<file path="src/rtl/fir_ctrl_pkg.sv">
// Shared definitions for the multi-channel FIR stream controller:
// FSM states, MMIO register offsets and CTRL/STATUS bit positions.
package fir_ctrl_pkg;

  typedef enum logic [1:0] {
    ST_IDLE  = 2'd0,
    ST_LOAD  = 2'd1,
    ST_RUN   = 2'd2,
    ST_DRAIN = 2'd3
  } state_e;

  localparam logic [7:0] ADDR_CTRL      = 8'h00;
  localparam logic [7:0] ADDR_STATUS    = 8'h04;
  localparam logic [7:0] ADDR_TAP_COUNT = 8'h08;
  localparam logic [7:0] ADDR_COEFF     = 8'h0C;
  localparam logic [7:0] ADDR_X_BASE    = 8'h10;
  localparam logic [7:0] ADDR_IRQ_MASK  = 8'h20;
  localparam logic [7:0] ADDR_Y_BASE    = 8'h40;

  localparam int unsigned CTRL_RUN        = 0;
  localparam int unsigned CTRL_COEFF_WREN = 1;
  localparam int unsigned CTRL_SOFT_CLEAR = 31;

  localparam int unsigned STAT_IDLE       = 0;
  localparam int unsigned STAT_LOADING    = 1;
  localparam int unsigned STAT_RUNNING    = 2;
  localparam int unsigned STAT_DRAINING   = 3;
  localparam int unsigned STAT_FIFO_EMPTY = 4;
  localparam int unsigned STAT_FIFO_FULL  = 5;
  localparam int unsigned STAT_OVERFLOW   = 6;
  localparam int unsigned STAT_Y_OVERRUN  = 7;
  localparam int unsigned STAT_TAP_ERR    = 8;
  localparam int unsigned STAT_LEVEL_LSB  = 9;
  localparam int unsigned STAT_LEVEL_MSB  = 15;
  localparam int unsigned STAT_RESULT     = 16;

endpackage

</file>
<file path="src/rtl/fir_ctrl_fifo.sv">
// Synchronous first-word-fall-through FIFO with occupancy output.
// A push while full is accepted only when a pop happens in the same cycle.
module fir_ctrl_fifo #(
  parameter int unsigned WIDTH = 34,
  parameter int unsigned DEPTH = 8
) (
  input  logic                     clk,
  input  logic                     rstn,
  input  logic                     clear,
  input  logic                     push,
  input  logic                     pop,
  input  logic [WIDTH-1:0]         wdata,
  output logic [WIDTH-1:0]         rdata,
  output logic                     empty,
  output logic                     full,
  output logic [$clog2(DEPTH):0]   level
);

  localparam int unsigned AW = (DEPTH > 1) ? $clog2(DEPTH) : 1;
  localparam int unsigned LW = $clog2(DEPTH) + 1;

  logic [WIDTH-1:0] mem [DEPTH];
  logic [AW-1:0]    wr_ptr;
  logic [AW-1:0]    rd_ptr;
  logic [LW-1:0]    count;
  logic             do_push;
  logic             do_pop;

  assign empty   = (count == '0);
  assign full    = (count == LW'(DEPTH));
  assign level   = count;
  assign rdata   = mem[rd_ptr];
  assign do_pop  = pop && !empty;
  assign do_push = push && (!full || do_pop);

  always_ff @(posedge clk) begin
    if (!rstn || clear) begin
      wr_ptr <= '0;
      rd_ptr <= '0;
      count  <= '0;
    end else begin
      if (do_push) wr_ptr <= (wr_ptr == AW'(DEPTH - 1)) ? '0 : wr_ptr + AW'(1);
      if (do_pop)  rd_ptr <= (rd_ptr == AW'(DEPTH - 1)) ? '0 : rd_ptr + AW'(1);
      if (do_push && !do_pop)      count <= count + LW'(1);
      else if (!do_push && do_pop) count <= count - LW'(1);
    end
  end

  // Storage needs no reset; occupancy gates every read.
  always_ff @(posedge clk) begin
    if (do_push) mem[wr_ptr] <= wdata;
  end

endmodule

</file>
<file path="src/rtl/fir_stream_ctrl.sv">
// Multi-channel adaptive-FIR control unit: MMIO decode, coefficient loading,
// sample FIFO/issue and per-channel results. Define FIR_CTRL_IRQ_EN for irq/IRQ_MASK.
module fir_stream_ctrl
  import fir_ctrl_pkg::*;
#(
  parameter int unsigned DATA_W     = 32,
  parameter int unsigned MAX_TAPS   = 16,
  parameter int unsigned NUM_CH     = 4,
  parameter int unsigned FIFO_DEPTH = 8,
  localparam int unsigned CH_W  = (NUM_CH > 1) ? $clog2(NUM_CH) : 1,
  localparam int unsigned TC_W  = $clog2(MAX_TAPS + 1),
  localparam int unsigned IDX_W = (MAX_TAPS > 1) ? $clog2(MAX_TAPS) : 1
) (
  input  logic              clk,
  input  logic              rstn,
  input  logic              reg_wr_en,
  input  logic [7:0]        reg_wr_addr,
  input  logic [DATA_W-1:0] reg_wr_data,
  input  logic              reg_rd_en,
  input  logic [7:0]        reg_rd_addr,
  output logic [DATA_W-1:0] reg_rd_data,
  output logic [TC_W-1:0]   tap_count,
  output logic [DATA_W-1:0] coeff_data,
  output logic [IDX_W-1:0]  coeff_idx,
  output logic [CH_W-1:0]   coeff_ch,
  output logic              coeff_valid,
  output logic [DATA_W-1:0] x_data,
  output logic [CH_W-1:0]   x_ch,
  output logic              x_valid,
  input  logic              x_ready,
  input  logic [DATA_W-1:0] y_data,
  input  logic [CH_W-1:0]   y_ch,
  input  logic              y_valid
`ifdef FIR_CTRL_IRQ_EN
  , output logic            irq
`endif
);

  localparam int unsigned LVL_W = $clog2(FIFO_DEPTH) + 1;
  localparam int unsigned OUT_W = $clog2(FIFO_DEPTH + MAX_TAPS) + 1;
  localparam int unsigned FW    = CH_W + DATA_W;

  state_e             state, state_next;
  logic               run, coeff_wren;
  logic [IDX_W-1:0]   idx;
  logic [CH_W-1:0]    ch;
  logic [OUT_W-1:0]   outstanding;
  logic [DATA_W-1:0]  result [NUM_CH];
  logic [NUM_CH-1:0]  result_valid;
  logic               overflow, y_overrun, tap_err;
  logic               st_idle, st_load, st_run, st_drain, x_issue;
  logic               wr_ctrl, soft_clear, wr_tap, tap_ok, wr_coeff, wr_x, rd_y;
  logic               coeff_accept, idx_last, load_last, y_hit, y_dec;
  logic [7:0]         x_off, y_off;
  logic [CH_W-1:0]    x_wr_ch, y_rd_ch;
  logic               fifo_push, fifo_pop, fifo_empty, fifo_full;
  logic [FW-1:0]      fifo_head;
  logic [LVL_W-1:0]   fifo_level;
  logic [DATA_W-1:0]  status, rd_mux;
`ifdef FIR_CTRL_IRQ_EN
  logic [1:0]         irq_mask;
`endif

  // Register access decode
  assign x_off        = reg_wr_addr - ADDR_X_BASE;
  assign y_off        = reg_rd_addr - ADDR_Y_BASE;
  assign x_wr_ch      = CH_W'(x_off[7:2]);
  assign y_rd_ch      = CH_W'(y_off[7:2]);
  assign wr_ctrl      = reg_wr_en && (reg_wr_addr == ADDR_CTRL);
  assign soft_clear   = wr_ctrl && reg_wr_data[CTRL_SOFT_CLEAR];
  assign wr_tap       = reg_wr_en && (reg_wr_addr == ADDR_TAP_COUNT);
  assign tap_ok       = (reg_wr_data != '0) && (reg_wr_data <= DATA_W'(MAX_TAPS));
  assign wr_coeff     = reg_wr_en && (reg_wr_addr == ADDR_COEFF);
  assign wr_x         = reg_wr_en && (reg_wr_addr >= ADDR_X_BASE) &&
                        (x_off < 8'(4 * NUM_CH)) && (x_off[1:0] == 2'b00);
  assign rd_y         = reg_rd_en && (reg_rd_addr >= ADDR_Y_BASE) &&
                        (y_off < 8'(4 * NUM_CH)) && (y_off[1:0] == 2'b00);
  assign coeff_accept = st_load && wr_coeff && coeff_wren;
  assign idx_last     = (TC_W'(idx) == tap_count - TC_W'(1));
  assign load_last    = coeff_accept && idx_last && (ch == CH_W'(NUM_CH - 1));
  assign y_hit        = y_valid && (32'(y_ch) < 32'(NUM_CH));
  assign y_dec        = y_valid && (outstanding != '0);

  always_ff @(posedge clk) begin
    if (!rstn) state <= ST_IDLE;
    else       state <= state_next;
  end

  always_comb begin
    state_next = state;
    case (state)
      ST_IDLE:  if (wr_tap && tap_ok) state_next = ST_LOAD;
      ST_LOAD:  if (load_last) state_next = ST_RUN;
      ST_RUN:   if (wr_ctrl && !reg_wr_data[CTRL_RUN]) state_next = ST_DRAIN;
      ST_DRAIN: if (fifo_empty && (outstanding == '0)) state_next = ST_IDLE;
      default:  state_next = ST_IDLE;
    endcase
    if (soft_clear) state_next = ST_IDLE;
  end

  // Draining issues samples even though run is already cleared
  always_comb begin
    st_idle  = 1'b0;
    st_load  = 1'b0;
    st_run   = 1'b0;
    st_drain = 1'b0;
    x_issue  = 1'b0;
    case (state)
      ST_IDLE:  st_idle = 1'b1;
      ST_LOAD:  st_load = 1'b1;
      ST_RUN:   begin st_run = 1'b1; x_issue = run; end
      ST_DRAIN: begin st_drain = 1'b1; x_issue = 1'b1; end
      default:  st_idle = 1'b1;
    endcase
  end

  fir_ctrl_fifo #(.WIDTH(FW), .DEPTH(FIFO_DEPTH)) u_fifo (
    .clk   (clk),
    .rstn  (rstn),
    .clear (soft_clear),
    .push  (fifo_push),
    .pop   (fifo_pop),
    .wdata ({x_wr_ch, reg_wr_data}),
    .rdata (fifo_head),
    .empty (fifo_empty),
    .full  (fifo_full),
    .level (fifo_level)
  );

  assign fifo_push = wr_x && st_run;
  assign x_valid   = x_issue && !fifo_empty;
  assign fifo_pop  = x_valid && x_ready;
  assign x_data    = x_valid ? fifo_head[DATA_W-1:0] : '0;
  assign x_ch      = x_valid ? fifo_head[FW-1 -: CH_W] : '0;

  always_ff @(posedge clk) begin
    if (!rstn) begin
      run          <= 1'b0;
      coeff_wren   <= 1'b0;
      tap_count    <= '0;
      idx          <= '0;
      ch           <= '0;
      tap_err      <= 1'b0;
      overflow     <= 1'b0;
      y_overrun    <= 1'b0;
      outstanding  <= '0;
      result_valid <= '0;
      coeff_valid  <= 1'b0;
      coeff_data   <= '0;
      coeff_idx    <= '0;
      coeff_ch     <= '0;
    end else begin
      coeff_valid <= 1'b0;
      if (wr_ctrl) begin
        run        <= reg_wr_data[CTRL_RUN];
        coeff_wren <= reg_wr_data[CTRL_COEFF_WREN];
      end
      if (wr_tap) begin
        if (st_idle && tap_ok) begin
          tap_count <= TC_W'(reg_wr_data);
          idx       <= '0;
          ch        <= '0;
        end else begin
          tap_err <= 1'b1;
        end
      end
      if (coeff_accept) begin
        coeff_valid <= 1'b1;
        coeff_data  <= reg_wr_data;
        coeff_idx   <= idx;
        coeff_ch    <= ch;
        if (idx_last) begin
          idx <= '0;
          ch  <= ch + CH_W'(1);
        end else begin
          idx <= idx + IDX_W'(1);
        end
      end
      if (fifo_push && fifo_full && !fifo_pop) overflow <= 1'b1;
      if (fifo_pop && !y_dec)      outstanding <= outstanding + OUT_W'(1);
      else if (!fifo_pop && y_dec) outstanding <= outstanding - OUT_W'(1);
      // A same-cycle result on the channel being read wins over the read clear
      if (rd_y) result_valid[y_rd_ch] <= 1'b0;
      if (y_hit) begin
        result_valid[y_ch] <= 1'b1;
        if (result_valid[y_ch]) y_overrun <= 1'b1;
      end
      if (soft_clear) begin
        run          <= 1'b0;
        coeff_wren   <= 1'b0;
        tap_err      <= 1'b0;
        overflow     <= 1'b0;
        y_overrun    <= 1'b0;
        outstanding  <= '0;
        result_valid <= '0;
      end
    end
  end

  always_ff @(posedge clk) begin
    if (!rstn) begin
      for (int c = 0; c < NUM_CH; c++) result[c] <= '0;
    end else if (y_hit) begin
      result[y_ch] <= y_data;
    end
  end

  always_comb begin
    status                                  = '0;
    status[STAT_IDLE]                       = st_idle;
    status[STAT_LOADING]                    = st_load;
    status[STAT_RUNNING]                    = st_run;
    status[STAT_DRAINING]                   = st_drain;
    status[STAT_FIFO_EMPTY]                 = fifo_empty;
    status[STAT_FIFO_FULL]                  = fifo_full;
    status[STAT_OVERFLOW]                   = overflow;
    status[STAT_Y_OVERRUN]                  = y_overrun;
    status[STAT_TAP_ERR]                    = tap_err;
    status[STAT_LEVEL_MSB:STAT_LEVEL_LSB]   = 7'(fifo_level);
    status[STAT_RESULT +: NUM_CH]           = result_valid;
    rd_mux = '0;
    if (rd_y) begin
      rd_mux = result[y_rd_ch];
    end else begin
      case (reg_rd_addr)
        ADDR_CTRL: begin
          rd_mux[CTRL_RUN]        = run;
          rd_mux[CTRL_COEFF_WREN] = coeff_wren;
        end
        ADDR_STATUS:    rd_mux = status;
        ADDR_TAP_COUNT: rd_mux = DATA_W'(tap_count);
`ifdef FIR_CTRL_IRQ_EN
        ADDR_IRQ_MASK:  rd_mux = DATA_W'(irq_mask);
`endif
        default:        rd_mux = '0;
      endcase
    end
  end

  always_ff @(posedge clk) begin
    if (!rstn)          reg_rd_data <= '0;
    else if (reg_rd_en) reg_rd_data <= rd_mux;
  end

`ifdef FIR_CTRL_IRQ_EN
  always_ff @(posedge clk) begin
    if (!rstn) begin
      irq_mask <= '0;
      irq      <= 1'b0;
    end else begin
      if (reg_wr_en && (reg_wr_addr == ADDR_IRQ_MASK)) irq_mask <= reg_wr_data[1:0];
      irq <= (irq_mask[0] & (|result_valid)) |
             (irq_mask[1] & (overflow | y_overrun | tap_err));
    end
  end
`endif

endmodule

</file>
<file path="config.mk">
export PLATFORM = sky130hd
export DESIGN_NAME = fir_stream_ctrl
export DESIGN_NICKNAME = d
export VERILOG_FILES = /design/src/rtl/fir_ctrl_pkg.sv /design/src/rtl/fir_ctrl_fifo.sv /design/src/rtl/fir_stream_ctrl.sv
export SDC_FILE = /design/constraint.sdc
export NUM_CORES = 1
export LEC_CHECK = 0
export CAP_MARGIN = 5
export CORE_UTILIZATION = 40
export DETAILED_ROUTE_END_ITERATION = 6
export PLACE_DENSITY_LB_ADDON = 0.25
export SLEW_MARGIN = 20
export SYNTH_ARGS = -nofsm -noshare
export SYNTH_HDL_FRONTEND = slang
export SYNTH_SLANG_ARGS = --single-unit
</file>
<file path="constraint.sdc">
create_clock -name clk -period 5.1 [get_ports clk]
set_input_delay 0.51 -clock clk [delete_from_list [all_inputs] [get_ports clk]]
set_output_delay 0.51 -clock clk [all_outputs]
set_load 0.01 [all_outputs]
</file>
After elaboration in Yosys (flattened, before gate mapping)
Memory sizes are Yosys's and may differ from the RTL's. A register that Yosys moved wholly into a read port is not among the register bits.
Index checks and enable logic that the tools add are counted.
{"block": "totals", "reg_bits": 109, "ram_bits": 400, "inputBits": 88, "output_inout_bits": 111, "wordCells": 175, "mem_count": 2}
{"memory": "u_fifo.mem", "depth": 8, "width": 34, "read_ports": 1, "rd_clocked_by_memory_dff": 1, "write_ports": 1, "line_no": "fir_ctrl_fifo.sv:22", "source": "logic [WIDTH-1:0] mem [DEPTH];"}
{"memory": "result", "depth": 4, "width": 32, "read_ports": 1, "rd_clocked_by_memory_dff": 0, "write_ports": 4, "line_no": "fir_stream_ctrl.sv:48", "source": "logic [DATA_W-1:0] result [NUM_CH];"}
{"block": "op_classes", "addsub": 11, "magnitude_cmp": 9, "eq_ne": 16, "n_mux": 50, "bitwise": 5, "reduce_logical": 63}
{"op": "2-to-1 mux 32 bit", "count": 3}
{"op": "2-to-1 mux 4 bit", "count": 9}
{"op": "case mux 18 bit (2 select lines)", "count": 1}
{"op": "logical AND 1 bit", "count": 33}
{"op": "<= comparator 32 x 5 -> 1 bit (second input constant)", "count": 1}
{"op": "nonzero test 32 bit", "count": 1}
{"op": "OR reduction 32 bit", "count": 1}
{"op": "equality test 8 x 4 -> 1 bit (second input constant)", "count": 3}
{"op": "2-to-1 mux 2 bit", "count": 10}
{"op": "logical NOT 8 bit", "count": 2}
{"op": "less-than comparator 8 x 5 -> 1 bit (second input constant)", "count": 2}
{"op": "2-to-1 mux 1 bit", "count": 15}
{"op": "2-to-1 mux 3 bit", "count": 4}
{"op": "2-to-1 mux 6 bit", "count": 2}
{"op": "adder 4 x 1 -> 4 bit (second input constant)", "count": 2}
{"op": "equality test 8 x 3 -> 1 bit (second input constant)", "count": 1}
{"op": "greater-or-equal comparator 8 x 5 -> 1 bit (second input constant)", "count": 1}
{"op": "greater-or-equal comparator 8 x 7 -> 1 bit (second input constant)", "count": 1}
{"op": "logical NOT 1 bit", "count": 8}
{"op": "!= test 2 bit (second input constant)", "count": 4}
{"op": "case mux 2 bit (4 select lines)", "count": 1}
{"op": "AND reduction 2 bit", "count": 4}
{"op": "nonzero test 2 bit", "count": 4}
{"op": "subtractor 8 x 5 -> 8 bit (second input constant)", "count": 1}
{"op": "other kinds (29)", "count": 40}

Depth between registers and ports, before layout
Gate-level depths: netlist of run 1.
{"block": "depth", "ltp_word": 11, "ltp_mapped": 16}

Modules after synthesis
From an unflattened synthesis of run 1, not the netlist that was laid out.
{"block": "unflattened", "cells_unflattened": 1402, "hier_area_um2": 21020.2}
{"module": "fir_ctrl_fifo", "instances": 1, "cells_per_inst": 471, "area_per_inst_um2": 11030.6, "seq_area_each_um2": 8428.1}
{"module": "fir_stream_ctrl", "instances": 1, "cells_per_inst": 931, "area_per_inst_um2": 9989.6, "seq_area_each_um2": 5825.6}

Least setup slack after synthesis of run 1
Ideal clock, no wire load.
{"block": "synth_path", "path_kind": "input -> register", "start": "in reg_wr_addr[1]", "end": "mem u_fifo.mem[4][0] (enable)", "setup_time_ns": 0.475, "arrival_time_ns": 4.314, "t_required_ns": 4.625, "slack_ns": 0.311, "stages": 5, "path_buffers": 0, "cell_sequence": "or4b_4 -> nor3_4 -> nand3_1 -> or3_1 -> nor3b_1"}
{"block": "synth_between", "elab_chain_len": 8, "elab_cells_between_ends": 11}
{"element": "start, declared", "line_no": "fir_stream_ctrl.sv:17", "source": "input logic [7:0] reg_wr_addr,"}
{"element": "subtractor 8 x 5 -> 8 bit / greater-or-equal comparator 8 x 5 -> 1 bit (equally long branches)", "line_no": "fir_stream_ctrl.sv:65, fir_stream_ctrl.sv:74"}
{"element": "less-than comparator 8 x 5 -> 1 bit / logical AND 1 bit (equally long branches)", "line_no": "fir_stream_ctrl.sv:75, fir_stream_ctrl.sv:74"}
{"element": "logical AND 1 bit", "line_no": "fir_stream_ctrl.sv:74", "source": "assign wr_x = reg_wr_en && (reg_wr_addr >= ADDR_X_BASE) &&"}
{"element": "logical AND 1 bit *", "line_no": "fir_stream_ctrl.sv:75", "source": "(x_off < 8'(4 * NUM_CH)) && (x_off[1:0] == 2'b00);"}
{"element": "logical AND 1 bit *", "line_no": "fir_stream_ctrl.sv:130", "source": "assign fifo_push = wr_x && st_run;"}
{"element": "logical AND 1 bit *", "line_no": "fir_ctrl_fifo.sv:34", "source": "assign do_push = push && (!full || do_pop);"}
{"element": "2-to-1 mux 1 bit *", "line_no": "fir_ctrl_fifo.sv:51", "source": "if (do_push) mem[wr_ptr] <= wdata;"}
{"element": "2-to-1 mux 1 bit (implied by the code) *", "line_no": "fir_ctrl_fifo.sv:51"}
{"element": "end, declared", "line_no": "fir_ctrl_fifo.sv:22"}
Every way passes the cells marked *; elsewhere a longest branch is shown, timed or not.

Worst setup path in the final report of run 1
{"block": "layout_path", "start": "reg state[0]", "end": "reg outstanding[5]"}
{"block": "layout_between", "elab_chain_len": 7, "elab_cells_between_ends": 10}
{"element": "start, declared", "line_no": "fir_stream_ctrl.sv:43", "source": "state_e state, state_next;"}
{"element": "start signal, assigned", "line_no": "fir_stream_ctrl.sv:86", "source": "else state <= state_next;"}
{"element": "equality test 2 bit", "line_no": "fir_stream_ctrl.sv:108", "source": "case (state)"}
{"element": "case mux 1 bit (2 select lines) *", "line_no": "fir_stream_ctrl.sv:108"}
{"element": "logical AND 1 bit *", "line_no": "fir_stream_ctrl.sv:131", "source": "assign x_valid = x_issue && !fifo_empty;"}
{"element": "logical AND 1 bit *", "line_no": "fir_stream_ctrl.sv:132", "source": "assign fifo_pop = x_valid && x_ready;"}
{"element": "logical NOT 1 bit", "line_no": "fir_stream_ctrl.sv:181", "source": "else if (!fifo_pop && y_dec) outstanding <= outstanding - OUT_W'(1);"}
{"element": "logical AND 1 bit", "line_no": "fir_stream_ctrl.sv:181"}
{"element": "nonzero test 2 bit (no source line)"}
{"element": "end signal, assigned", "line_no": "fir_stream_ctrl.sv:180", "source": "if (fifo_pop && !y_dec) outstanding <= outstanding + OUT_W'(1);"}
{"element": "end signal, assigned", "line_no": "fir_stream_ctrl.sv:181"}
{"element": "end, declared", "line_no": "fir_stream_ctrl.sv:47", "source": "logic [OUT_W-1:0] outstanding;"}
Marked as above.
A chain may end at the register's enable or synchronous reset.

==> flow_metrics.tcl, run 1 <==
set metrics [dict create \
    drt.antenna.violating_nets 0 \
    antennaDiodeCount 0 \
    final_cells 2302 \
    p_seq_share_pct 52.6 \
    ctsHoldBuffers 0 \
    final_cell_mix "edfxtp_1, nor2_1, clkdlybuf4s50_1" \
    post_cts_buffers 0 \
    synth_top_cell_area_share_pct 58.1 \
    cts_buffers 53 \
    yosys.area.top_type "edfxtp_1" \
    fin_tns_setup_ns 0 \
    post-route-util_pct 49.8 \
    fillers 4312 \
    power_mw 8.76 \
    synth.area.top_cells "edfxtp_1, mux4_2, dfxtp_1, nor2_1, nand2_1" \
    root_buffer "clkbuf_16" \
    port_buffers 198 \
    fmax_ghz 0.273 \
    ys_seq_elements 512 \
    yosysWarnings 0 \
    chipHeight_um 229 \
    hold_class "flop to flop" \
    rows 82 \
    r2r_end "outstanding[5]" \
    min_from "coeff_data[14]" \
    rsz0062_at_grt "false" \
    slew_violations 0 \
    status "finished clean" \
    drt-pass1-iter-count 5 \
    wl_met3_mm 2.76 \
    min_period_ns 3.66 \
    maxSlewHeadroom_pct 29.7 \
    crit_arrival_ns 4.11 \
    h-tree-depth 2 \
    rrSetupSlack_ns 1.44 \
    path_cells "inv_1, ha_1, a21o_1, nand2_1, buf_4, inv_1, nand2_1, inv_1, ha_1, inv_1, ha_1, a21o_1, a21o_1, a211o_1, o211ai_1, xnor2_1, nor2_1" \
    clock_sinks 512 \
    p_int_mw 6.94 \
    ys.flop_type "edfxtp_1" \
    wl_per_cell_um 21.1 \
    hold_viol 0 \
    io_pins 199 \
    grt_pass1_vias 12400 \
    wl_met2_mm 24.5 \
    clkTransAtPathRegs_ns 0.06 \
    power_switching_share_pct 20.8 \
    final_common_cell "edfxtp_1" \
    synth_cells 1382 \
    fp.dieArea_um2 52600 \
    synth-seq-area-share_pct 68.9 \
    slowest_delay_ns 0.40 \
    critPathKind "flop to flop" \
    overflow 0 \
    synth-edff-count 400 \
    dpl.cell_count 2203 \
    p_comb_share_pct 3.9 \
    route.detailed.drc 0 \
    whs_endpoint "coeff_data[14]" \
    ys_types 59 \
    drive_above_1_share_pct 14.5 \
    finalWirelength_mm 48.5 \
    synth_area_um2 20700 \
    critPathCaptureType "flop" \
    switchingPower_mw 1.82 \
    syn_avg_cell_area_um2 15.0 \
    cts.path.max_buffers 3 \
    die_w_um 229 \
    via_per_inst 5.25 \
    synthArstFlopShare_pct 0 \
    crit_top_cell "inv_1" \
    syn_nets 1492 \
    initialDrtViolationCount 903 \
    r2r-start "state[0]" \
    core_um2 50600 \
    tightest_slew_ns 1.05 \
    hold_ws_ns 0.453 \
    multi_input_area_um2 5970 \
    period_share_pct 71.8 \
    p_leak_nw 8.29 \
    crit_path_top_delay_cell "buf_4" \
    top_layer_used "met5" \
    initial_core_util_pct 40.9 \
    finalNetCount 1696 \
    critPathLaunchType "flop" \
    regArea_um2 14300 \
    cap_violations 0 \
    grt_pass1_wl_mm 74.6 \
    syn2layout_area_growth_pct 21.7 \
    ir_worst_vdd_mv 0.272 \
    pwr_density_cell_nw_per_um2 348 \
    crit_required_ns 5.54 \
    clock_skew_ns 0.00997 \
    vias 12100 \
    antenna_found_initial 1 \
    pwr-share-clk_pct 43.4 \
    place_congestion 0.762 \
    grt_max_degree 52 \
    post_cts_resized 0 \
    wl_met1_mm 20.2 \
    cts_tree "yes" \
    rr_worst_depth 17 \
    hold-path-cell-count 2 \
    clk_latency_ns 0.59 \
    setup_viol 0 \
    hpwl_mm 30.0 \
    crit_path_max_fanout 35 \
    track_usage_pct 18.7 \
]
## cells by family (layout without fill, tap and decap cells)
group | count (synthesis) | count (layout) | share of synthesized area [%]
xor+xnor | 15 | 15 | 0.708
mux | 149 | 149 | 13.3
flops | 512 | 512 | 68.9
buf+inv | 125 | 373 | 2.43
compound gates | 143 | 143 | 4.36
simple gates | 416 | 416 | 8.83
fa+ha+maj | 22 | 22 | 1.40
## sequential cells by signal (all words and copies together) (netlist names), 5 cells and up, named ones only
name	count
outstanding	6
coeff_data	32
u_fifo.mem	272
tap_count	5
reg_rd_data	32
result	128
## synth_stat cells (8+ instances only)
master and number:
a211oi_1 19, a21oi_1 78, a22oi_1 16, buf_2 17
clkbuf_1 55, dfxtp_1 112, edfxtp_1 400, ha_1 20
inv_1 46, mux2i_1 48, mux4_2 101, nand2_1 135
nor2_1 199, nor2b_1 18, nor3_1 8, nor4_1 9
xnor2_1 10
## through the flow
stage               area, µm²  setup WS [ns]
global placement        23400           1.34
global route            25200           1.08
detailed placement      23400           1.28
floorplan               20700          0.311
finish                  25200           1.44
CTS                     25200           1.28
## area by class of cell
| class | instances | share of cell area, % |
|---|---|---|
| flip-flops and latches | 512 | 56.7 |
| multi-input cells | 745 | 23.7 |
| repair buffers | 227 | 8.73 |
| clock buffers | 71 | 5.78 |
| well taps | 672 | 3.34 |
| clock inverters | 28 | 1.05 |
| inverters | 47 | 0.701 |
## worst max-delay path: cells and delay by family, from the launching register on
family	cells	cell delay, ns
AOI/OAI and AO/OA	5	1.00
xor gates and xnor gates	1	0.14
adders and majority gates	3	0.78
buffers and inverters	5	0.89
DFF	1	0.39
and+or+nand+nor	3	0.32
## routing by layer
layer | track usage (%) | vias up
li1 | - | 5568
met1 | 24.2 | 6082
met2 | 32.3 | 367
met3 | 3.00 | 76
met4 | 5.56 | 2
met5 | 0 | -
## how the worst max path moves through the flow
stage	start	end	slack, ns	depth (start not counted)
final	state[0]	outstanding[5]	1.44	17
after global routing	state[0]	outstanding[5]	1.08	17
after CTS	flop	x_data[28]	1.28	5
after detailed placement	reg_wr_addr[1]	u_fifo.level[3]	1.28	13
after global placement	reg_wr_addr[1]	u_fifo.level[3]	1.34	13
after floorplan	reg_wr_addr[1]	u_fifo.mem[4][0]	0.31	5
## power groups by stage
| stage | registers (mW) | logic (mW) | clock network, mW |
|---|---|---|---|
| 6_report | 4.61 | 0.344 | 3.80 |
| 5_1_grt | 4.62 | 0.372 | 4.05 |
| 4_1_cts | 4.61 | 0.350 | 3.89 |
| 3_5_place_dp | 4.70 | 0.348 | 0 |
| 3_3_place_gp | 4.69 | 0.345 | 0 |
| 2_1_floorplan | 4.69 | 0.153 | 0 |
Note: power is estimated with default switching activity, not from simulation.
==> inputs of run 2 (changes only) <==
==> constraint.sdc (replaced) <==
create_clock -name clk -period 3 [get_ports clk]
set_input_delay 0.3 -clock clk [delete_from_list [all_inputs] [get_ports clk]]
set_output_delay 0.3 -clock clk [all_outputs]
set_load 0.01 [all_outputs]
==> run 2 against run 1 <==
Global-route usage increased by 0.37 points. Register-to-register slack got worse by 1.2 ns. Utilization increased by 1.8 points. First-iteration DRC count decreased by 6.9%. Sequential share of layout area decreased by 2.0 points. Clock skew increased by 0.016 ns. Flip-flop and latch count unchanged. Largest cell class unchanged.
==> flow_metrics.tcl, run 2 (synthesis results as in run 1) <==
set metrics [dict create \
    finalWirelength_mm 49.8 \
    final_cells 2368 \
    tightest_slew_ns 0.650 \
    cts_buffers 53 \
    critPathKind "flop to output pin" \
    ir_worst_vdd_mv 0.513 \
    reg_top3 "u_fifo.mem (272), result (128)" \
    syn2layout_area_growth_pct 26.2 \
    p_leak_nw 8.78 \
    initial_core_util_pct 40.9 \
    core_um2 50600 \
    vias 12300 \
    hold_viol 0 \
    max_flop_register "u_fifo.mem" \
    crit_path_max_fanout 34 \
    grt_max_degree 50 \
    clk_latency_ns 0.61 \
    wl_per_cell_um 21.0 \
    die_w_um 229 \
    post_cts_buffers 0 \
    chipHeight_um 229 \
    route.detailed.drc 0 \
    root_buffer "clkbuf_16" \
    status "finished clean" \
    dpl.cell_count 2269 \
    place_congestion 0.792 \
    largest_register_ffs 272 \
    period_share_pct 99.3 \
    regArea_um2 14300 \
    drt.antenna.violating_nets 0 \
    clock_sinks 512 \
    drt-pass1-iter-count 5 \
    cts.path.max_buffers 3 \
    h-tree-depth 2 \
    critPathCaptureType "output pin" \
    final_cell_mix "edfxtp_1, nor2_1, clkdlybuf4s50_1" \
    power_mw 15.1 \
    antennaDiodeCount 0 \
    critPathLaunchType "flop" \
    clkTransAtPathRegs_ns 0.06 \
    fmax_ghz 0.336 \
    track_usage_pct 19.1 \
    fp.dieArea_um2 52600 \
    cap_violations 0 \
    pwr_density_cell_nw_per_um2 580 \
    overflow 0 \
    min_period_ns 2.98 \
    rsz0062_at_grt "true" \
    design_area_um2 26100 \
    multi_input_area_um2 6030 \
    grt_pass1_wl_mm 75.8 \
    fillers 4228 \
    hpwl_mm 32.5 \
    rows 82 \
    maxSlewHeadroom_pct 56.7 \
    hold_class "input port to flop" \
    via_per_inst 5.20 \
    antenna_found_initial 1 \
    drive_above_1_share_pct 18.6 \
    finalNetCount 1762 \
    crit_required_ns 2.70 \
    crit_arrival_ns 2.68 \
    setup_viol 0 \
    port_buffers 198 \
    initialDrtViolationCount 841 \
    slew_violations 0 \
    ctsHoldBuffers 0 \
    io_pins 199 \
    placed_cell_area_um2 24300 \
    cts_tree "yes" \
    grt_pass1_vias 12600 \
    hold_ws_ns 0.269 \
    clock_skew_ns 0.0256 \
    final_common_cell "edfxtp_1" \
]
==> run 2: critical path, cell delays in order, from the launching register on <==
cell and delay, ns:
dfxtp_1 0.34, inv_1 0.11, ha_1 0.17, a21o_1 0.15, nand2_2 0.07, clkbuf_8 0.26, nor2_1 0.37, clkdlybuf4s50_1 0.62
==> run 2: cell type report <==
class,instances,share of cell area (%)
multi-input combinational,745,23.1
sequential,512,54.7
timing repair buffer,293,11.5
clock inverter,32,1.36
tap,672,3.22
inverter,47,0.681
clock buffer,67,5.48
==> run 2: worst paths after layout <==
kind	startpoint	endpoint	slack, ns	cells past startpoint
worst max-delay path	state[0]	x_ch[1]	0.02	7
worst min-delay path	reg_rd_en	reg_rd_data[14]	0.27	4
worst max register to register	outstanding[1]	outstanding[4]	0.19	12
worst min register to register	coeff_data[9]	coeff_data[9]	0.45	2
==> run 2: per-stage QoR <==
| stage | worst slack [ns] | util [%] | setup TNS, ns |
|---|---|---|---|
| finish | 0.0212 | 51.6 | 0 |
| detailed placement | -0.261 | 48.0 | -4.83 |
| CTS | 0.000346 | 51.5 | 0 |
| floorplan | -0.421 | - | -77.87 |
| global route | -0.0446 | 51.6 | -0.112 |
| global placement | -0.259 | 48.0 | -1.84 |
==> run 2: metal layers <==
metal / GRT usage (%) / share of wire [%] / wire (µm) / up-vias
li1: - / - / - / 5707
met1: 24.7 / 42 / 20700 / 6189
met2: 33.0 / 51 / 25400 / 346
met3: 2.88 / 5.1 / 2550 / 77
met4: 5.73 / 2.3 / 1140 / 2
met5: 0 / 0.026 / 13 / -
==> run 2: timing repair <==
action,in CTS,in global routing
setup endpoints to repair,10,11
gates resized for setup,3,11
hold endpoints to repair,0,0
pin swaps,0,0
==> run 2: report_power, final <==
group | leakage [nW] | internal, mW | switching, mW
Clock | 0.862 | 3.90 | 2.76
Combinational | 3.31 | 0.284 | 0.349
Sequential | 4.61 | 7.79 | 0.0419
==> inputs of run 3 (changes only) <==
--- a/config.mk
+++ b/config.mk
@@ -9,6 +9,7 @@
 export CORE_UTILIZATION = 40
 export DETAILED_ROUTE_END_ITERATION = 6
 export PLACE_DENSITY_LB_ADDON = 0.25
+export REMOVE_ABC_BUFFERS = 1
 export SLEW_MARGIN = 20
 export SYNTH_ARGS = -nofsm -noshare
 export SYNTH_HDL_FRONTEND = slang
==> run 3 against run 2 <==
Sequential power about the same. Worst setup slack improved by 0.067 ns. Final cell count is 0.25% higher. First-iteration DRC count decreased by 2.4%. Largest cell class unchanged.
==> flow_metrics.tcl, run 3 (synthesis results as in run 1) <==
set metrics [dict create \
    power_switching_share_pct 20.5 \
    critPathKind "flop to output pin" \
    root_buffer "clkbuf_16" \
    via_per_inst 5.19 \
    clkTransAtPathRegs_ns 0.06 \
    fillers 4260 \
    p_comb_share_pct 4.0 \
    maxSlewHeadroom_pct 42.5 \
    pwr_density_cell_nw_per_um2 593 \
    crit_path_max_fanout 7 \
    reg_top3 "u_fifo.mem (272), result (128)" \
    cts.path.max_buffers 3 \
    port_buffers 198 \
    place_congestion 0.789 \
    grt_max_degree 65 \
    drt.antenna.violating_nets 0 \
    period_share_pct 97.1 \
    final_cells 2374 \
    multi_input_area_um2 6010 \
    rsz0062_at_grt "true" \
    wl_per_cell_um 20.9 \
    r2r_end "outstanding[5]" \
    fmax_ghz 0.343 \
    overflow 0 \
    largest_register_ffs 272 \
    r2r-start "u_fifo.level[0]" \
    setup_viol 0 \
    ir_worst_vdd_mv 0.406 \
    vias 12300 \
    core_um2 50600 \
    critPathCaptureType "output pin" \
    final_cell_mix "edfxtp_1, nor2_1, clkdlybuf4s50_1" \
    max_flop_register "u_fifo.mem" \
    initialDrtViolationCount 821 \
    drt-pass1-iter-count 5 \
    crit_required_ns 2.70 \
    initial_core_util_pct 40.9 \
    ctsHoldBuffers 0 \
    rows 82 \
    chipHeight_um 229 \
    min_from "reg_rd_en" \
    power_mw 15.5 \
    min_period_ns 2.91 \
    grt_pass1_wl_mm 75.9 \
    grt_pass1_vias 12900 \
    critPathLaunchType "flop" \
    syn2layout_area_growth_pct 26.7 \
    antenna_found_initial 0 \
    hold-path-cell-count 3 \
    clock_skew_ns 0.0225 \
    final_common_cell "edfxtp_1" \
    die_w_um 229 \
    hold_viol 0 \
    io_pins 199 \
    rrSetupSlack_ns 0.18 \
    cts_buffers 53 \
    tightest_slew_ns 0.863 \
    whs_endpoint "reg_rd_data[3]" \
    finalWirelength_mm 49.6 \
    status "finished clean" \
    track_usage_pct 19.1 \
    p_leak_nw 8.89 \
    hold_class "input port to flop" \
    hold_ws_ns 0.243 \
    clk_latency_ns 0.62 \
    fp.dieArea_um2 52600 \
    cap_violations 0 \
    cts_tree "yes" \
    finalNetCount 1767 \
    rr_worst_depth 14 \
    crit_arrival_ns 2.61 \
    antennaDiodeCount 0 \
    p_seq_share_pct 50.5 \
    p_int_mw 12.3 \
    dpl.cell_count 2269 \
    hpwl_mm 31.4 \
    pwr-share-clk_pct 45.5 \
    h-tree-depth 2 \
    route.detailed.drc 0 \
    clock_sinks 512 \
    switchingPower_mw 3.17 \
    regArea_um2 14300 \
    drive_above_1_share_pct 19.2 \
    slew_violations 0 \
]
## run 3: cell type report
class	instances	area share [%]
multi-input combinational	745	22.9
inverter	47	0.678
tap	672	3.21
sequential	512	54.5
timing repair buffer	298	11.3
clock inverter	30	1.58
clock buffer	70	5.78
## run 3: per-stage QoR
| stage | worst slack, ns | TNS (ns) | area [µm²] | util (%) |
|---|---|---|---|---|
| floorplan | -1.58 | -369.32 | 20300 | - |
| global placement | -0.202 | -0.202 | 24200 | 47.8 |
| detailed placement | -0.237 | -0.726 | 24200 | 47.8 |
| CTS | 0.000409 | 0 | 26100 | 51.6 |
| global route | -0.0195 | -0.0451 | 26200 | 51.8 |
| finish | 0.0881 | 0 | 26200 | 51.8 |
## run 3: worst max path at each step
stage	from	end	slack, ns	depth (start not counted)
final	flop	x_data[4]	0.09	5
after global routing	flop	x_data[25]	-0.02	5
after CTS	flop	x_data[4]	0.0004	5
after detailed placement	reg_wr_addr[1]	u_fifo.level[3]	-0.24	13
after global placement	reg_wr_addr[1]	u_fifo.level[3]	-0.20	13
after floorplan	reg_wr_addr[1]	u_fifo.mem[4][0]	-1.58	5
## run 3: worst max-delay path, cell delays in order, from the launching register on
cell and delay, ns:
dfxtp_4 0.46, buf_4 0.21, mux4_2 0.53, mux2i_2 0.23
nor2_1 0.08, clkdlybuf4s50_1 0.49
## run 3: timing repair
action                                  4_1_cts  5_1_grt
gates cloned                                  0        0
endpoints found under the setup margin       31       21
resized for setup                             5       13
buffers inserted                              2        3
## run 3: routing by layer
| layer | routed length (µm) | track usage, % |
|---|---|---|
| met2 | 24800 | 33.2 |
| met3 | 2670 | 3.49 |
| met1 | 20800 | 24.1 |
| met4 | 1260 | 6.38 |
| met5 | 0 | 0 |
## run 3: power groups by stage
stage	combinational [mW]	sequential (mW)	clock [mW]
finish	0.623	7.83	7.06
global route	0.670	7.84	7.50
CTS	0.632	7.83	7.22
floorplan	0.222	7.98	0
detailed placement	0.630	7.99	0
global placement	0.620	7.98	0
